===== config.mk =====
export PLATFORM = sky130hd
export DESIGN_NAME = alu_flat
export DESIGN_NICKNAME = d
export VERILOG_FILES = /design/src/rtl/alu_if.sv /design/src/rtl/alu.sv /design/src/flat_wrapper.sv
export SDC_FILE = /design/constraint.sdc
export NUM_CORES = 1
export LEC_CHECK = 0
export CAP_MARGIN = 20
export CORE_UTILIZATION = 35
export CTS_CLUSTER_SIZE = 14
export DETAILED_ROUTE_END_ITERATION = 7
export MAX_ROUTING_LAYER = met4
export SLEW_MARGIN = 20
export SYNTH_ARGS = -nofsm -noshare
export SYNTH_HDL_FRONTEND = slang
export SYNTH_SLANG_ARGS = --single-unit

===== constraint.sdc =====
create_clock -name clk -period 4.2 [get_ports clk]
set_input_delay 0.84 -clock clk [delete_from_list [all_inputs] [get_ports clk]]
set_output_delay 0.84 -clock clk [all_outputs]
set_load 0.005 [all_outputs]

===== src/rtl/alu_if.sv =====
// alu_if: operand/result bundle for the alu datapath element.
//   a, b       : WIDTH-bit operands (driven by master)
//   operation  : 2-bit op select, 0=ADD 1=SUB 2=AND 3=OR (driven by master)
//   result     : WIDTH-bit registered result (driven by slave)
//   carry, zero, negative, overflow : registered status flags (driven by slave)
interface alu_if #(
  parameter int WIDTH = 4
);
  logic [WIDTH-1:0] a;
  logic [WIDTH-1:0] b;
  logic [1:0]       operation;
  logic [WIDTH-1:0] result;
  logic             carry;
  logic             zero;
  logic             negative;
  logic             overflow;

  modport master (
    output a, b, operation,
    input  result, carry, zero, negative, overflow
  );

  modport slave (
    input  a, b, operation,
    output result, carry, zero, negative, overflow
  );
endinterface


===== src/rtl/alu.sv =====
// alu: four-function integer ALU (add, sub, and, or) with registered
// result and flags, one cycle latency, full throughput.
//   clk  : rising-edge clock
//   rst  : synchronous active-high reset, clears result and all flags
//   bus  : alu_if slave port (operands/op in, result/flags out)
module alu #(
  parameter int WIDTH = 4
) (
  input  logic  clk,
  input  logic  rst,
  alu_if.slave  bus
);

  logic [WIDTH:0]   sum_ext;
  logic [WIDTH:0]   diff_ext;
  logic [WIDTH-1:0] res_nxt;
  logic             carry_nxt;
  logic             ovf_nxt;

  // Zero-extended arithmetic: the extra top bit is the carry-out for add
  // and the borrow (a < b unsigned) for subtract.
  assign sum_ext  = {1'b0, bus.a} + {1'b0, bus.b};
  assign diff_ext = {1'b0, bus.a} - {1'b0, bus.b};

  always_comb begin
    res_nxt   = '0;
    carry_nxt = 1'b0;
    ovf_nxt   = 1'b0;
    unique case (bus.operation)
      2'd0: begin
        res_nxt   = sum_ext[WIDTH-1:0];
        carry_nxt = sum_ext[WIDTH];
        ovf_nxt   = (bus.a[WIDTH-1] == bus.b[WIDTH-1]) &&
                    (sum_ext[WIDTH-1] != bus.a[WIDTH-1]);
      end
      2'd1: begin
        res_nxt   = diff_ext[WIDTH-1:0];
        carry_nxt = diff_ext[WIDTH];
        ovf_nxt   = (bus.a[WIDTH-1] != bus.b[WIDTH-1]) &&
                    (diff_ext[WIDTH-1] != bus.a[WIDTH-1]);
      end
      2'd2: res_nxt = bus.a & bus.b;
      2'd3: res_nxt = bus.a | bus.b;
      default: res_nxt = '0;
    endcase
  end

  // Zero flag is forced low in reset even though result is 0 there.
  always_ff @(posedge clk) begin
    if (rst) begin
      bus.result   <= '0;
      bus.carry    <= 1'b0;
      bus.zero     <= 1'b0;
      bus.negative <= 1'b0;
      bus.overflow <= 1'b0;
    end else begin
      bus.result   <= res_nxt;
      bus.carry    <= carry_nxt;
      bus.zero     <= (res_nxt == '0);
      bus.negative <= res_nxt[WIDTH-1];
      bus.overflow <= ovf_nxt;
    end
  end

endmodule


===== src/flat_wrapper.sv =====
// flat-port wrapper written by rule: the top's interface ports become plain ports
module alu_flat 
#(
  parameter int WIDTH = 4
)
  (clk, rst, bus_a, bus_b, bus_operation, bus_result, bus_carry, bus_zero, bus_negative, bus_overflow);
  alu_if #(.WIDTH(WIDTH)) bus_i ();
  input  logic clk;
  input  logic rst;
  input wire logic [$bits(bus_i.a)-1:0] bus_a;
  input wire logic [$bits(bus_i.b)-1:0] bus_b;
  input wire logic [$bits(bus_i.operation)-1:0] bus_operation;
  output wire logic [$bits(bus_i.result)-1:0] bus_result;
  output wire logic [$bits(bus_i.carry)-1:0] bus_carry;
  output wire logic [$bits(bus_i.zero)-1:0] bus_zero;
  output wire logic [$bits(bus_i.negative)-1:0] bus_negative;
  output wire logic [$bits(bus_i.overflow)-1:0] bus_overflow;
  assign bus_i.a = bus_a;
  assign bus_i.b = bus_b;
  assign bus_i.operation = bus_operation;
  assign bus_result = bus_i.result;
  assign bus_carry = bus_i.carry;
  assign bus_zero = bus_i.zero;
  assign bus_negative = bus_i.negative;
  assign bus_overflow = bus_i.overflow;
  alu #(.WIDTH(WIDTH)) u_core (.clk(clk), .rst(rst), .bus(bus_i));
endmodule

; ---- Word level (Yosys, flattened, before mapping)
; Index checks and enable logic that the tools add are counted.
[op_classes]
add_sub_neg = 2
multipliers = 0
div = 0
order_cmp = 0
eq_ne = 7
n_shift = 0
muxes = 3
n_bitwise = 2
n_reduce_logical = 4
[op_table]
columns = op, n
row1 = case mux 4 bit (4 select lines), 1
row2 = adder 4 x 4 -> 5 bit, 1
row3 = subtractor 4 x 4 -> 5 bit, 1
row4 = AND 4 bit, 1
row5 = equality test 2 bit (second input constant), 2
row6 = logical NOT 4 bit, 1
row7 = bitwise OR 4 bit, 1
row8 = case mux 1 bit (2 select lines), 2
row9 = inequality test 1 bit, 3
row10 = equality test 2 x 1 -> 1 bit (second input constant), 1
row11 = logical AND 1 bit, 2
row12 = logical NOT 2 bit, 1
row13 = equality test 1 bit, 1
[word_totals]
reg_bits = 8
latch_bits = 0
mem_bits_rw = 0
romBits = 0
out_inout_bits = 8
elab_cells = 23
n_memories = 0

; ---- Logic depth before layout (Yosys ltp)
[logic_depth]
ltp_word = 4
ltp_mapped = 9
ltp_nobuf = 9

; ---- Least setup slack after synthesis
; No wires, ideal clock.
[synth_path]
kind = input -> register
startpoint = input port bus_a[0]
endpoint = register u_core.bus.zero
setup_time_ps = 60
arrival_time_ps = 2278
setup_slack_ps = 1862
stages = 7
path_cell_list = inv_1 ha_1 inv_1 fa_1 mux4_2 nor3_1 and3_1
[synth_between]
elab_chain_len = 3
word_cells_on_any_way = 6
[synth_lines]
columns = item, line
row1 = start: declaration, flat_wrapper.sv:10  ; input wire logic [$bits(bus_i.a)-1:0] bus_a;
row2 = "subtractor 4 x 4 -> 5 bit, or another cell as far along", alu.sv:23  ; assign diff_ext = {1'b0, bus.a} - {1'b0, bus.b};
row3 = case mux 4 bit (4 select lines) (*), alu.sv:29  ; unique case (bus.operation)
row4 = logical NOT 4 bit (*), alu.sv:59  ; bus.zero <= (res_nxt == '0);
row5 = end signal: assignment, alu.sv:59
row6 = end: declaration, alu_if.sv:25  ; output result, carry, zero, negative, overflow
; Mark *: on every way between the ends. The rest lies on a longest branch, timed or not.
; A chain may end at the register's enable or synchronous reset.

; ---- Worst setup path after layout
[layout_path]
startpoint = input port bus_a[1]
endpoint = register u_core.bus.zero
; The elaborated chain is that of the path after synthesis.

==> flow_metrics.py <==
metrics = {
    "synth": {
        "synth_cells": 79,
        "synth_common_cells": "12 x ha_1, 11 x inv_1, 8 x a21oi_1, 8 x nor2_1, 7 x dfxtp_1",
        "ys_top_cells_by_area": "ha_1 22%, dfxtp_1 20%, inv_1 6.0%",
        "netlist.area_leader.share": 0.2170,
        "synth_flop_cell": "dfxtp_1",
        "yosysTopAreaCell": "ha_1",
        "synth_fp_nets": 105,
        "synth.most_common_cell": "ha_1",
        "synth_async_sr_flop_share": 0,
        "syn_area_per_cell_um2": 8.758,
        "syn_area_um2": 691.9,
        "synth_warnings": 0,
        "synth_cell_type_count": 28,
        "synth-seq-cells": 7,
        "synth-seq-area-share": 0.2025,
        "synth-edff-count": 0,
    },
    "clocking": {
        "root_buffer": "clkbuf_4",
        "numCtsBuffers": 3,
        "cts_hold_buffers": 0,
        "cts_htree_levels": 1,
        "path_clk_slew_ns": 0.05,
        "clock-sinks": 7,
        "cts.path.max_buffers": 2,
        "cts_tree": "built",
        "cts.repair.resized": 0,
        "post-cts-setup-buffers": 0,
    },
    "final_layout": {
        "multi_input_area_um2": 476.7,
        "n_fill_cell": 181,
        "n_antenna_cell": 0,
        "drive_gt1_frac": 0.09091,
        "area_growth_pct": 32.01,
        "nets": 126,
        "seq_area_um2": 140.1,
    },
    "routing": {
        "drtIter0Drc": 2,
        "wl_met3_um": 34,
        "wirelength_um": 1145,
        "dr.pass1.iters": 2,
        "via_per_inst": 4.532,
        "antenna_left": 0,
        "dr_wl_met2_um": 584,
        "highest_layer": "met3",
        "wl_met1_um": 526,
        "post_drt_wl_per_cell_um": 9.234,
        "num_vias": 562,
        "drc": 0,
    },
    "sta": {
        "rsz0062_at_grt": "false",
        "setup_viol": 0,
        "period_share": 0.6541,
        "max_freq_mhz": 364.0,
        "max-slew-margin-rel": 0.7404,
        "timing.setup.tns_ns": 0,
        "report.final.slew_viol_count": 0,
        "min_period_ns": 2.747,
        "worstMarginPinSlew_ns": 0.3882,
        "setup_slack_ns": 1.453,
        "hold_violations": 0,
    },
    "flow_run": {
        "drv_cap": 0,
    },
    "floorplan": {
        "initial_core_util": 0.3881,
        "ioPinCount": 20,
        "rows": 15,
        "die_w_um": 46.46,
        "dieArea_mm2": 0.002159,
        "core_area_mm2": 0.001783,
        "dieHeight_um": 46.46,
    },
    "placed_design": {
        "io_buffers": 19,
        "dp_hpwl_um": 1013,
        "post-place-ws_ns": 1.198,
        "gp_congestion": 0.8291,
    },
    "worst_setup_path": {
        "crit_path_max_fanout": 5,
        "worst-setup-path-type": "in2reg",
        "crit_path_start_kind": "input pin",
        "critPathCaptureType": "register",
        "worstPathArrival_ns": 2.94,
        "cpPeakStageDelay_ns": 0.59,
        "cp_cell_sequence": "clkdlybuf4s50_1 -> inv_1 -> ha_1 -> o21bai_2 -> a311oi_2 -> mux2_4 -> a221oi_2 -> and3_1",
        "crit_required_ns": 4.39,
        "cp_slowest_cell": "clkdlybuf4s50_1",
    },
    "hold_path": {
        "hp-class": "in2reg",
        "hold_depth": 2,
    },
    "global_route": {
        "track_usage": 0.1363,
        "grt_pass1_vias": 532,
        "grt.overflow.total": 0,
        "grt_pass1_wl_um": 2063,
        "antenna_found_initial": 0,
        "grt_max_degree": 13,
    },
    "pwr": {
        "power_density_mw_per_mm2": 232.0,
        "leakagePower_uw": 0.0004232,
        "peakVddDrop_mv": 0.09831,
    },
    "run_status": {
        "status": "finished, final reports clean",
    },
}
[critical path: cells and delay by family]
family | cells | cell delay, ns
adders and majority gates | 1 | 0.31
and+or+nand+nor | 1 | 0.18
muxes | 1 | 0.33
buffers and inverters | 2 | 0.67
AOI/OAI and AO/OA | 3 | 0.60
[kinds of logic (layout without fill, tap and decap cells)]
logic type	count (synthesis)	count (layout)	synth area share
AOI/OAI and AO/OA	17	17	0.1736
xor gates and xnor gates	3	3	0.03798
adders and majority gates	14	14	0.2749
buffers and inverters	16	36	0.1085
DFF	7	7	0.2025
muxes	3	3	0.06871
and+or+nand+nor	19	19	0.1338
[final cells by class]
type	instances	area share
Tap cell	25	0.03425
Timing Repair Buffer	19	0.2082
Inverter	13	0.05342
Clock buffer	4	0.02877
Sequential cell	7	0.1534
Multi-Input combinational cell	56	0.5219
[through the flow]
| step | hold WS (ns) | cell area [um^2] | util | std cells | total power [uW] |
|---|---|---|---|---|---|
| after floorplan | 0.9116 | 691.9 | - | 79 | 125.2 |
| after global placement | 1.516 | 887.1 | 0.4975 | 120 | 156.0 |
| after detailed placement | 1.509 | 887.1 | 0.4975 | 120 | 156.4 |
| after CTS | 1.256 | 913.4 | 0.5123 | 124 | 216.3 |
| after global routing | 1.276 | 913.4 | 0.5123 | 124 | 229.5 |
| final | 1.263 | 913.4 | 0.5123 | 124 | 211.9 |
[worst paths after layout]
path | startpoint | end | slack [ns]
worst max-delay path | bus_a[1] | u_core.bus.zero | 1.45
worst min-delay path | rst | u_core.bus.negative | 1.26
[report_power, final]
part | total, uW | internal (uW) | switching, uW
Combinational | 81.0 | 44.9 | 36.1
Clock | 57.7 | 36.0 | 21.6
Sequential | 73.2 | 71.9 | 1.24
[layer usage]
metal | global-route usage | vias up
met3 | 0.01176 | 0
met5 | - | -
met4 | 0.07059 | 0
met1 | 0.1573 | 247
met2 | 0.2306 | 13
li1 | - | 302
[placed cells by master (no fill, tap or decap), types with 3 or more instances in the layout]
cell             count
a21oi_1              8
xnor2_1              3
nor2_1               8
clkbuf_4             3
nor2b_1              3
inv_1               11
clkdlybuf4s50_1     19
ha_1                12
and3_1               3
dfxtp_1              7
[registers in the layout (all words and copies together) (netlist names)]
name,count
u_core.bus.negative,1
u_core.bus.carry,1
u_core.bus.overflow,1
u_core.bus.zero,1
u_core.bus.result,3
Note: power is estimated with default switching activity, not from simulation.
